### src/rtl/tetris_pkg.sv
// Shared definitions for the piece-movement path: controller states, move kinds
// and the spawn pose that the position register also resets to.
package tetris_pkg;

    typedef enum logic [2:0] {
        ST_IDLE,
        ST_CHECK,
        ST_COMMIT,
        ST_LOCK,
        ST_SPAWN_CHK,
        ST_OVER
    } state_t;

    typedef enum logic [1:0] {
        MV_ROT,
        MV_LEFT,
        MV_RIGHT,
        MV_DOWN
    } move_t;

    localparam logic [9:0] SPAWN_X   = 10'd9;
    localparam logic [9:0] SPAWN_Y   = 10'd0;
    localparam logic [9:0] SPAWN_ROT = 10'd0;

endpackage

### src/rtl/move_ctrl_grav_tick.sv
// Free-running gravity divider: counts 0..GRAV_DIV-1 while enabled and emits a
// one-cycle tick on the cycle the count wraps.
module grav_tick #(
    parameter int unsigned GRAV_DIV = 25000000
) (
    input  logic clk,
    input  logic rst,
    input  logic en,
    output logic tick
);

    localparam int unsigned    CW   = (GRAV_DIV > 1) ? $clog2(GRAV_DIV) : 1;
    localparam logic [CW-1:0]  LAST = CW'(GRAV_DIV - 1);

    logic [CW-1:0] cnt;

    always_ff @(posedge clk or posedge rst) begin
        if (rst) begin
            cnt <= '0;
        end else if (en) begin
            if (cnt == LAST)
                cnt <= '0;
            else
                cnt <= cnt + CW'(1);
        end
    end

    assign tick = en && (cnt == LAST);

endmodule

### src/rtl/move_ctrl.sv
// Move controller: turns button edges and gravity into candidate poses, has each
// one collision-checked, then commits it, or locks and respawns the piece.
module move_ctrl #(
    parameter int unsigned BOARD_W  = 20,
    parameter int unsigned SPAWN_X  = 9,
    parameter int unsigned GRAV_DIV = 25000000
) (
    input  logic       clk,
    input  logic       rst,
    input  logic       btn_left,
    input  logic       btn_right,
    input  logic       btn_rot,
    input  logic       btn_down,
    input  logic [9:0] cur_x,
    input  logic [9:0] cur_y,
    input  logic [9:0] cur_rot,
    output logic       chk_req,
    output logic [9:0] chk_x,
    output logic [9:0] chk_y,
    output logic [9:0] chk_rot,
    input  logic       chk_ack,
    input  logic       chk_hit,
    output logic [9:0] next_x,
    output logic [9:0] next_y,
    output logic [9:0] next_rot,
    output logic       pos_refresh,
    output logic       pos_respawn,
    output logic       piece_lock,
    output logic       game_over
);
    import tetris_pkg::*;

    localparam logic [9:0] X_MAX   = 10'(BOARD_W - 1);
    localparam logic [9:0] SPAWN_C = 10'(SPAWN_X);

    state_t     state;
    move_t      mv;
    logic [3:0] btn_q;
    logic [3:0] btn_prev;
    logic [3:0] btn_rise;
    logic       grav_pend;
    logic       grav_tick_w;

    logic       acc;
    logic       clr_pend;
    move_t      acc_mv;
    logic [9:0] acc_x;
    logic [9:0] acc_y;
    logic [9:0] acc_rot;

    grav_tick #(
        .GRAV_DIV(GRAV_DIV)
    ) u_grav (
        .clk (clk),
        .rst (rst),
        .en  (state != ST_OVER),
        .tick(grav_tick_w)
    );

    // Bit order {rot, left, right, down} doubles as the priority order.
    assign btn_rise = btn_q & ~btn_prev;

    // Pick the winning request; an edge-blocked move is consumed, not deferred.
    always_comb begin
        acc      = 1'b0;
        clr_pend = 1'b0;
        acc_mv   = MV_ROT;
        acc_x    = cur_x;
        acc_y    = cur_y;
        acc_rot  = cur_rot;
        if (btn_rise[3]) begin
            acc     = 1'b1;
            acc_mv  = MV_ROT;
            acc_rot = {8'b0, cur_rot[1:0] + 2'd1};
        end else if (btn_rise[2]) begin
            acc    = (cur_x != '0);
            acc_mv = MV_LEFT;
            acc_x  = cur_x - 10'd1;
        end else if (btn_rise[1]) begin
            acc    = (cur_x != X_MAX);
            acc_mv = MV_RIGHT;
            acc_x  = cur_x + 10'd1;
        end else if (btn_rise[0] || grav_pend) begin
            acc      = 1'b1;
            clr_pend = 1'b1;
            acc_mv   = MV_DOWN;
            acc_y    = cur_y + 10'd1;
        end
    end

    always_ff @(posedge clk or posedge rst) begin
        if (rst) begin
            state       <= ST_IDLE;
            mv          <= MV_ROT;
            btn_q       <= '0;
            btn_prev    <= '0;
            grav_pend   <= 1'b0;
            chk_req     <= 1'b0;
            chk_x       <= '0;
            chk_y       <= '0;
            chk_rot     <= '0;
            next_x      <= '0;
            next_y      <= '0;
            next_rot    <= '0;
            pos_refresh <= 1'b0;
            pos_respawn <= 1'b0;
            piece_lock  <= 1'b0;
            game_over   <= 1'b0;
        end else begin
            btn_q       <= {btn_rot, btn_left, btn_right, btn_down};
            btn_prev    <= btn_q;
            pos_refresh <= 1'b0;
            pos_respawn <= 1'b0;
            piece_lock  <= 1'b0;

            // A wrap in the same cycle as an accepted downward move keeps the flag set.
            if (grav_tick_w)
                grav_pend <= 1'b1;
            else if (state == ST_IDLE && acc && clr_pend)
                grav_pend <= 1'b0;

            case (state)
                ST_IDLE: begin
                    if (acc) begin
                        mv      <= acc_mv;
                        chk_x   <= acc_x;
                        chk_y   <= acc_y;
                        chk_rot <= acc_rot;
                        chk_req <= 1'b1;
                        state   <= ST_CHECK;
                    end
                end
                ST_CHECK: begin
                    if (chk_ack) begin
                        chk_req <= 1'b0;
                        if (!chk_hit) begin
                            next_x      <= chk_x;
                            next_y      <= chk_y;
                            next_rot    <= chk_rot;
                            pos_refresh <= 1'b1;
                            state       <= ST_COMMIT;
                        end else if (mv == MV_DOWN) begin
                            piece_lock  <= 1'b1;
                            pos_respawn <= 1'b1;
                            state       <= ST_LOCK;
                        end else begin
                            state <= ST_IDLE;
                        end
                    end
                end
                ST_COMMIT: begin
                    state <= ST_IDLE;
                end
                ST_LOCK: begin
                    chk_x   <= SPAWN_C;
                    chk_y   <= SPAWN_Y;
                    chk_rot <= SPAWN_ROT;
                    chk_req <= 1'b1;
                    state   <= ST_SPAWN_CHK;
                end
                ST_SPAWN_CHK: begin
                    if (chk_ack) begin
                        chk_req <= 1'b0;
                        if (chk_hit) begin
                            game_over <= 1'b1;
                            state     <= ST_OVER;
                        end else begin
                            state <= ST_IDLE;
                        end
                    end
                end
                ST_OVER: begin
                    state <= ST_OVER;
                end
                default: begin
                    chk_req <= 1'b0;
                    state   <= ST_IDLE;
                end
            endcase
        end
    end

endmodule

### config.mk
export PLATFORM = sky130hd
export DESIGN_NAME = move_ctrl
export DESIGN_NICKNAME = d
export VERILOG_FILES = /design/src/rtl/tetris_pkg.sv /design/src/rtl/move_ctrl_grav_tick.sv /design/src/rtl/move_ctrl.sv
export SDC_FILE = /design/constraint.sdc
export NUM_CORES = 1
export LEC_CHECK = 0
export BUFFER_PORTS_ARGS = -buffer_cell sky130_fd_sc_hd__buf_4
export CAP_MARGIN = 20
export CORE_ASPECT_RATIO = 1.5
export CORE_UTILIZATION = 35
export CTS_BUF_LIST = sky130_fd_sc_hd__clkbuf_4 sky130_fd_sc_hd__clkbuf_8
export DETAILED_ROUTE_END_ITERATION = 16
export HOLD_SLACK_MARGIN = 0.1
export SYNTH_ARGS = -nofsm -noshare
export SYNTH_HDL_FRONTEND = slang
export SYNTH_SLANG_ARGS = --single-unit
### constraint.sdc
create_clock -name clk -period 3 [get_ports clk]
set_clock_uncertainty 0.2 [all_clocks]
set_input_delay 0.3 -clock clk [delete_from_list [all_inputs] [get_ports clk]]
set_output_delay 0.3 -clock clk [all_outputs]
set_load 0.03 [all_outputs]
# --- Word-level counts from Yosys, hierarchy flattened ---
# Cells that the tools add are included.
classes:
  addsub: 5
  eq_ne: 13
  muxes: 45
  n_bitwise: 4
  n_reduce_logical: 16
op_table:
  columns: ["cell", "count"]
  rows:
  - ["two-way mux 10 bit", 11]
  - ["one-hot mux 10 bit (2 select lines)", 3]
  - ["adder 25 x 1 -> 25 bit, second input constant", 1]
  - ["equality test 25 bit, second input constant", 1]
  - ["two-way mux 25 bit", 1]
  - ["adder 10 x 1 -> 10 bit, second input constant", 2]
  - ["two-way mux 1 bit", 18]
  - ["one-hot mux 3 bit (5 select lines)", 1]
  - ["two-way mux 2 bit", 6]
  - ["two-way mux 3 bit", 4]
  - ["AND reduction 3 bit", 4]
  - ["inequality test 10 x 5 -> 1 bit, second input constant", 1]
  - ["nonzero test 10 bit", 1]
  - ["subtractor 10 x 1 -> 10 bit, second input constant", 1]
  - ["equality test 3 x 2 -> 1 bit, second input constant", 2]
  - ["equality test 3 bit, second input constant", 2]
  - ["inequality test 2 bit, second input constant", 3]
  - ["AND 4 bit", 1]
  - ["NOT 4 bit", 1]
  - ["one-hot mux 1 bit (4 select lines)", 1]
  - ["AND reduction 2 bit", 2]
  - ["nonzero test 2 bit", 2]
  - ["OR reduction 2 bit", 2]
  - ["equality test 3 x 1 -> 1 bit, second input constant", 1]
  - ["other kinds (8)", 11]
totals:
  reg_bits: 103
  inputBits: 38
  output_inout_bits: 65
  wordCells: 99

# --- Longest topological paths before layout ---
# Gate-level depths: netlist of run 1.
logic_depth:
  word_depth: 11
  ltp_mapped: 8

# --- Modules after synthesis ---
# From an unflattened synthesis of run 1, not the netlist that was laid out.
unflattened:
  cells_unflattened: 442
  hier_area_um2: 4850.9
by_module_without_submodules:
  columns: ["mod", "n_inst", "cells_each", "area_per_inst_um2"]
  rows:
  - ["move_ctrl", 1, 314, 3599.7]
  - ["grav_tick", 1, 128, 1251.2]

# --- Least setup slack after synthesis of run 1 ---
# No wires, ideal clock.
synth_path:
  path_type: "reg2reg"
  start: "register state[2]"
  end: "register u_grav.cnt[22]"
  setup_time_ps: 140
  arrival_ps: 1837
  required_ps: 2660
  path_slack_ps: 824
  path_stages_with_launch: 8
  path_buffers: 2
  synth_period_minus_slack_ps: 2176
  path_cell_list: "dfrtp_1 -> and3b_1 -> buf_6 -> or4_4 -> buf_6 -> nor4_4 -> xnor2_1 -> nor2_1"
synth_between:
  elab_chain_len: 1
synth_lines:
  columns: ["item", "line_no", "source"]
  rows:
  - ["from (decl)", "move_ctrl.sv:36", "state_t state;"]
  - ["from (signal assigned)", "move_ctrl.sv:93", "state <= ST_IDLE;"]
  - ["from (signal assigned)", "move_ctrl.sv:130", "state <= ST_CHECK;"]
  - ["from (signal assigned)", "move_ctrl.sv:141", "state <= ST_COMMIT;"]
  - ["inequality test 3 bit", "move_ctrl.sv:56", ".en (state != ST_OVER),"]
  - ["to (signal assigned)", "move_ctrl_grav_tick.sv:24", "cnt <= cnt + CW'(1);"]
  - ["to (decl)", "move_ctrl_grav_tick.sv:15", "logic [CW-1:0] cnt;"]
# No other way between the ends.
# A chain may end at the register's enable or synchronous reset.

# --- Worst setup path after layout of run 1 ---
layout_path:
  start: "register btn_q[1]"
  end: "register chk_rot[8]"
layout_between:
  elab_chain_len: 6
layout_lines:
  columns: ["item", "line_no", "source"]
  rows:
  - ["from (decl)", "move_ctrl.sv:38", "logic [3:0] btn_q;"]
  - ["from (signal assigned)", "move_ctrl.sv:110", "btn_q <= {btn_rot, btn_left, btn_right, btn_down};"]
  - ["AND 4 bit", "move_ctrl.sv:61", "assign btn_rise = btn_q & ~btn_prev;"]
  - ["two-way mux 1 bit", "move_ctrl.sv:79", "end else if (btn_rise[1]) begin"]
  - ["two-way mux 1 bit", "move_ctrl.sv:75", "end else if (btn_rise[2]) begin"]
  - ["two-way mux 1 bit", "move_ctrl.sv:71", "if (btn_rise[3]) begin"]
  - ["inequality test 2 bit (no source line)", null, null]
  - ["AND reduction 2 bit (no source line)", null, null]
  - ["to (signal assigned)", "move_ctrl.sv:128", "chk_rot <= acc_rot;"]
  - ["to (decl)", "move_ctrl.sv:20", "output logic [9:0] chk_rot,"]
# No other way between the ends.

==> impl_metrics.env, run 1 <==
export IMPL_cts_setup_buffers=0
export IMPL_arrival_ps=2630
export IMPL_crit_path_cell_trace="nor2b_1 -> a31oi_1 -> o32a_1 -> o211ai_4 -> buf_4 -> mux2i_1"
export IMPL_max_clock_freq_ghz=0.393
export IMPL_vias_per_cell=5.08
export IMPL_first_global_vias=3971
export IMPL_dpl_worst_slack_ps=496
export IMPL_die_area_sq_mm=0.0147
export IMPL_place_hpwl_mm=9.07
export IMPL_grt_max_degree=34
export IMPL_crit_slowest_cell="nor2b_1"
export IMPL_antenna_found_initial=0
export IMPL_drive_above_1_share_pct=28.3
export IMPL_ys_top_cells_by_area="dfrtp_1 (52%), mux2_2 (6.8%), mux2i_1 (5.8%), nand2_1 (4.5%), xnor2_1 (4.2%)"
export IMPL_synth_edf_count=0
export IMPL_r2r_setup_slack_ps=460
export IMPL_place_congestion=0.899
export IMPL_drcViolationCount=0
export IMPL_vias=3903
export IMPL_yosys_most_used_dff="dfrtp_1"
export IMPL_period_share_pct=84.8
export IMPL_use_met3_pct=2.55
export IMPL_ys_warn_count=0
export IMPL_placedCellCount=718
export IMPL_clkTransAtPathRegs_ps=100
export IMPL_synth_nets=503
export IMPL_avgSynthCellArea_sq_um=10.8
export IMPL_netlist_area_leader_share_pct=51.8
export IMPL_clock_sinks=103
export IMPL_synth_top_area_cell="dfrtp_1"
export IMPL_relSlewSlack_pct=41.6
export IMPL_switchingPower_uw=2500
export IMPL_worstSetupPathType="reg2reg"
export IMPL_cp_required_ps=3090
export IMPL_end_kind="flip-flop"
export IMPL_drv_cap=0
export IMPL_setup_tns_ps=0
export IMPL_finalWirelength_mm=12.2
export IMPL_cts_buffers=9
export IMPL_tritoncts="yes"
export IMPL_sw_frac_of_total_pct=42.2
export IMPL_pin_count=103
export IMPL_coreArea_sq_mm=0.0139
export IMPL_grt_use_met1_pct=20.2
export IMPL_cts_hold_buf=35
export IMPL_final_seq_area_sq_mm=0.00258
export IMPL_power_leakage_uw=0.00306
export IMPL_core_rowCount=53
export IMPL_mappedNetlistArea_sq_mm=0.00498
export IMPL_grt_usage_pct=17.4
export IMPL_finalHoldViolCount=0
export IMPL_ys_async_sr_fraction_pct=100
export IMPL_ant_nets=0
export IMPL_cts_htree_levels=3
export IMPL_final_max_slew_viol_count=0
export IMPL_clockPowerShare_pct=15.0
export IMPL_seq_area_frac_synth_pct=51.8
export IMPL_multiInputGateArea_sq_mm=0.00225
export IMPL_synth_seq_cells=103
export IMPL_rsz0062_at_grt="false"
export IMPL_pwr_share_seq_pct=38.8
export IMPL_clk_path_buf_depth=2
export IMPL_drtPass1Iterations=4
export IMPL_fillCellCount=1309
export IMPL_cpPeakStageDelay_ps=610
export IMPL_syn_inst=461
export IMPL_worst_pin_slew_ps=874
export IMPL_peakVddDrop_mv=0.443
export IMPL_root_buffer="clkbuf_8"
export IMPL_first_iter_violations=180
export IMPL_grt_busiest_layer="met2"
export IMPL_die_w_um=99.4
export IMPL_floorplan_initialDensity_pct=35.7
export IMPL_io_buffer_count=102
export IMPL_outcome="finished, final reports clean"
export IMPL_syn2layout_area_growth_pct=30.9
export IMPL_p_comb_share_pct=46.2
export IMPL_grt_use_met2_pct=31.5
export IMPL_final_cell_area_sq_mm=0.00651
export IMPL_cp_num_buf_inv=1
export IMPL_fin_cells=769
export IMPL_post_cts_resized=0
export IMPL_overflow=0
export IMPL_pwr_density_cell_mw_per_mm2=911
export IMPL_antenna_cells=0
export IMPL_avgRoutedWirePerCell_um=15.9
export IMPL_die_height_um=148
export IMPL_cp_max_fo=23
export IMPL_fin_util_pct=46.8
export IMPL_intPower_uw=3430
export IMPL_hold_class="in2reg"
export IMPL_critPathLaunchType="flip-flop"
export IMPL_period_minus_slack_ps=2540
export IMPL_placed_area_sq_mm=0.00596
export IMPL_final_setup_viol_count=0
export IMPL_ys_types=50
export IMPL_worst_slack_ps=457
export IMPL_crit_family="compound AO/OA/AOI/OAI gates"
export IMPL_final_nets=641
export IMPL_clk_latency_ps=370
export IMPL_grt_pass1_wl_mm=19.9
==> cell usage after synthesis (2+ instances only) <==
master / number
a21oi_1: 12
a31oi_1: 2
and2_1: 4
and3_1: 6
and4_1: 2
buf_1: 2
buf_2: 2
buf_4: 4
buf_6: 2
clkbuf_1: 13
dfrtp_1: 103
ha_1: 4
inv_1: 12
mux2_2: 30
mux2i_1: 29
nand2_1: 60
nand2b_1: 6
nand3_1: 21
nand3b_1: 2
nand4_1: 16
nor2_1: 27
nor2b_1: 6
nor3_1: 7
nor4_1: 5
nor4_4: 2
o21ai_0: 12
o22ai_1: 5
or3_1: 3
or4_1: 2
xnor2_1: 24
xor2_1: 17
==> power groups by stage <==
stage	combinational, uW	clock, uW	sequential [uW]
after global placement	2680	0	2310
after CTS	2770	923	2310
final	2740	891	2300
after global routing	2920	974	2380
after detailed placement	2720	0	2340
after floorplan	969	0	3040
==> through the flow <==
stage,total power [uW],hold WS [ps]
global placement,4990,171
floorplan,4010,131
global route,6270,168
finish,5930,150
CTS,6000,127
detailed placement,5060,172
==> tightest hold or removal path, cell delays in order <==
cell and delay [ps]:
buf_4 110, inv_1 60, xnor2_1 160, mux2i_1 60
==> logic make-up (layout without fill, tap and decap cells) <==
| kind of cell | count (synthesis) | count (layout) | synth area share [%] |
|---|---|---|---|
| fa+ha+maj | 4 | 4 | 1.01 |
| mux | 59 | 59 | 12.6 |
| buf+inv | 35 | 178 | 3.29 |
| compound gates | 42 | 42 | 5.66 |
| xor+xnor | 41 | 41 | 7.22 |
| simple gates | 177 | 177 | 18.4 |
| flops | 103 | 103 | 51.8 |
==> registers in the layout, indices dropped and copies added (netlist names), 3 cells and up <==
register	flops
chk_x	10
next_rot	10
btn_q	4
u_grav.cnt	25
chk_rot	10
next_x	10
state	3
next_y	10
btn_prev	4
chk_y	10
==> area by class of cell <==
| class | count | area share (%) |
|---|---|---|
| inverters | 12 | 0.749 |
| repair buffers | 150 | 18.8 |
| multi-input cells | 323 | 34.6 |
| well taps | 165 | 3.17 |
| flip-flops and latches | 103 | 39.6 |
| clock buffers | 10 | 2.02 |
| clock inverters | 6 | 1.08 |
==> worst paths after layout <==
check	start	end	depth (start not counted)
min reg2reg	btn_q[0]	btn_prev[0]	0
max	btn_q[1]	chk_rot[8]	6
min in group asynchronous	rst	state[0]	3
min	cur_x[0]	chk_x[0]	4
max reg2reg	btn_q[1]	chk_rot[8]	6
max in group asynchronous	rst	next_y[0]	4
==> routing by layer <==
layer	wire (um)	vias up
met5	0	-
met4	289	0
met3	346	20
met2	6770	80
met1	4800	1928
li1	-	1875
==> cells in the final DEF (no fill, tap or decap), drive strengths merged, types with 7 or more instances in the layout <==
cell,n
a21oi,12
buf,115
clkbuf,10
dfrtp,103
dlygate4sd3,35
inv,12
mux2,30
mux2i,29
nand2,60
nand3,21
nand4,16
nor2,28
nor3,7
nor4,8
o21ai,12
xnor2,24
xor2,17
Note: power is estimated with default switching activity, not from simulation.
==> run 2: changes to the inputs <==
==> constraint.sdc (replaced) <==
create_clock -name clk -period 2.4 [get_ports clk]
set_clock_uncertainty 0.2 [all_clocks]
set_input_delay 0.24 -clock clk [delete_from_list [all_inputs] [get_ports clk]]
set_output_delay 0.24 -clock clk [all_outputs]
set_load 0.03 [all_outputs]
==> run 2 against run 1 <==
  * Sequential cell count unchanged
  * Combinational power increased by 35%
  * Sequential share of layout area decreased by 1.3 points
  * Core utilization increased by 1.6 points
  * Worst setup slack got worse by 390 ps
  * Register-to-register slack got worse by 210 ps
  * Largest cell class unchanged
  * Largest power group unchanged
==> impl_metrics.env, run 2 (same netlist as run 1, synthesis figures left out) <==
export IMPL_io_buffer_count=102
export IMPL_die_area_sq_mm=0.0147
export IMPL_cp_num_buf_inv=4
export IMPL_finalWirelength_mm=12.9
export IMPL_worst_pin_slew_ps=583
export IMPL_vias=4012
export IMPL_drv_cap=0
export IMPL_power_leakage_uw=0.00319
export IMPL_root_buffer="clkbuf_8"
export IMPL_ant_nets=0
export IMPL_die_height_um=148
export IMPL_grt_pass1_wl_mm=20.3
export IMPL_switchingPower_uw=3210
export IMPL_cts_htree_levels=3
export IMPL_peakVddDrop_mv=0.530
export IMPL_drcViolationCount=0
export IMPL_clockPowerShare_pct=14.9
export IMPL_final_cell_area_sq_mm=0.00673
export IMPL_setup_tns_ps=0
export IMPL_final_setup_viol_count=0
export IMPL_grt_usage_pct=17.8
export IMPL_clk_path_buf_depth=2
export IMPL_antenna_cells=0
export IMPL_first_iter_violations=160
export IMPL_core_rowCount=53
export IMPL_p_comb_share_pct=48.3
export IMPL_post_cts_resized=0
export IMPL_place_hpwl_mm=9.27
export IMPL_critPathLaunchType="input port"
export IMPL_clkTransAtPathRegs_ps=100
export IMPL_clock_sinks=103
export IMPL_cp_max_fo=8
export IMPL_antenna_found_initial=0
export IMPL_end_kind="flip-flop"
export IMPL_intPower_uw=4480
export IMPL_crit_family="buffers and inverters"
export IMPL_outcome="finished, final reports clean"
export IMPL_placed_area_sq_mm=0.00605
export IMPL_pin_count=103
export IMPL_final_max_slew_viol_count=0
export IMPL_drtPass1Iterations=4
export IMPL_syn2layout_area_growth_pct=35.2
export IMPL_largest_register_ffs=25
export IMPL_avgRoutedWirePerCell_um=16.4
export IMPL_first_global_vias=4006
export IMPL_crit_slowest_cell="dlygate4sd3_1"
export IMPL_sw_frac_of_total_pct=41.7
export IMPL_max_clock_freq_ghz=0.429
export IMPL_floorplan_initialDensity_pct=35.7
export IMPL_cpPeakStageDelay_ps=540
export IMPL_worstSetupPathType="in2reg"
export IMPL_crit_path_cell_trace="dlygate4sd3_1 -> buf_4 -> or4_1 -> o32a_1 -> o211ai_4 -> buf_12 -> buf_12 -> mux2i_1"
export IMPL_vias_per_cell=5.09
export IMPL_clk_latency_ps=380
export IMPL_coreArea_sq_mm=0.0139
export IMPL_hold_class="reg2reg"
export IMPL_cp_common_cell="buf_12"
export IMPL_grt_max_degree=38
export IMPL_final_cell_mix="buf_4 (124), dfrtp_1 (103), nand2_1 (60)"
export IMPL_cts_buffers=9
export IMPL_tritoncts="yes"
export IMPL_arrival_ps=2420
export IMPL_period_minus_slack_ps=2330
export IMPL_final_nets=660
export IMPL_regMostFlops="u_grav.cnt"
export IMPL_die_w_um=99.4
export IMPL_holdWs_ps=186
export IMPL_overflow=0
export IMPL_relSlewSlack_pct=61.0
export IMPL_place_congestion=0.879
export IMPL_pwr_share_seq_pct=36.9
export IMPL_drive_above_1_share_pct=29.9
export IMPL_pwr_density_cell_mw_per_mm2=1140
export IMPL_cp_required_ps=2490
export IMPL_finalHoldViolCount=0
export IMPL_period_share_pct=97.1
export IMPL_rsz0062_at_grt="false"
export IMPL_mostFrequentLayoutCell="buf_4"
-- run 2: cell types whose count changed in the layout (fill, tap and decap cells not counted) --
cell | previous run | this run
buf_12 | 1 | 3
buf_4 | 114 | 124
dlygate4sd3_1 | 35 | 39
clkinvlp_4 | 4 | 2
clkbuf_16 | 0 | 2
buf_6 | 0 | 1
clkinv_4 | 1 | 0
clkinv_2 | 0 | 2
clkbuf_8 | 9 | 10
-- run 2: final cells by class --
class / count / area, sq um
multi-input cells: 323 / 2250
clock buffers: 11 / 145
fillers: 1310 / 7200
repair buffers: 169 / 1440
clock inverters: 5 / 56.3
flip-flops and latches: 103 / 2580
well taps: 165 / 206
inverters: 12 / 48.8
-- run 2: timing repair --
item	4_1_cts	5_1_grt
endpoints found under the hold margin	60	0
buffers inserted	0	1
endpoints found under the setup margin	0	28
hold buffers	39	0
-- run 2: final timing paths --
| kind | start | endpoint | slack, ps | depth (start not counted) |
|---|---|---|---|---|
| hold reg to reg | btn_q[0] | btn_prev[0] | 190 | 0 |
| min in group asynchronous | rst | u_grav.cnt[9] | 270 | 3 |
| max in group asynchronous | rst | chk_rot[2] | 1110 | 4 |
| setup reg to reg | btn_q[2] | chk_x[9] | 250 | 7 |
| hold / removal | btn_q[0] | btn_prev[0] | 190 | 0 |
| setup / recovery | cur_x[6] | chk_y[3] | 70 | 8 |
-- run 2: per-layer routing --
metal / global-route usage [%] / vias to the layer above / wire (um)
li1: - / 1916 / -
met1: 20.5 / 2004 / 4940
met2: 32.9 / 78 / 7410
met3: 2.41 / 14 / 367
met4: 6.91 / 0 / 189
met5: 0 / - / 0
-- run 2: metrics by stage --
stage                     setup WS [ps]  instances  util [%]  power [uW]
after floorplan                     224        461         -        5010
after global placement              254        729      43.5        6300
after global routing               4.38        788      48.3        8100
final                              68.8        788      48.3        7690
after detailed placement            177        729      43.5        6390
after CTS                          15.7        784      47.7        7600
-- run 2: worst reg2reg max path: cells and delay by family (launching register included) --
family | cells | cell delay [ps]
mux | 1 | 120
buf+inv | 2 | 330
flops | 1 | 370
compound gates | 2 | 490
simple gates | 2 | 530
-- run 2: power by group through the flow --
stage | clock network, uW | logic (uW) | registers, uW
6_report | 1140 | 3710 | 2840
3_5_place_dp | 0 | 3500 | 2890
4_1_cts | 1180 | 3570 | 2850
3_3_place_gp | 0 | 3440 | 2860
5_1_grt | 1240 | 3940 | 2930
2_1_floorplan | 0 | 1210 | 3800
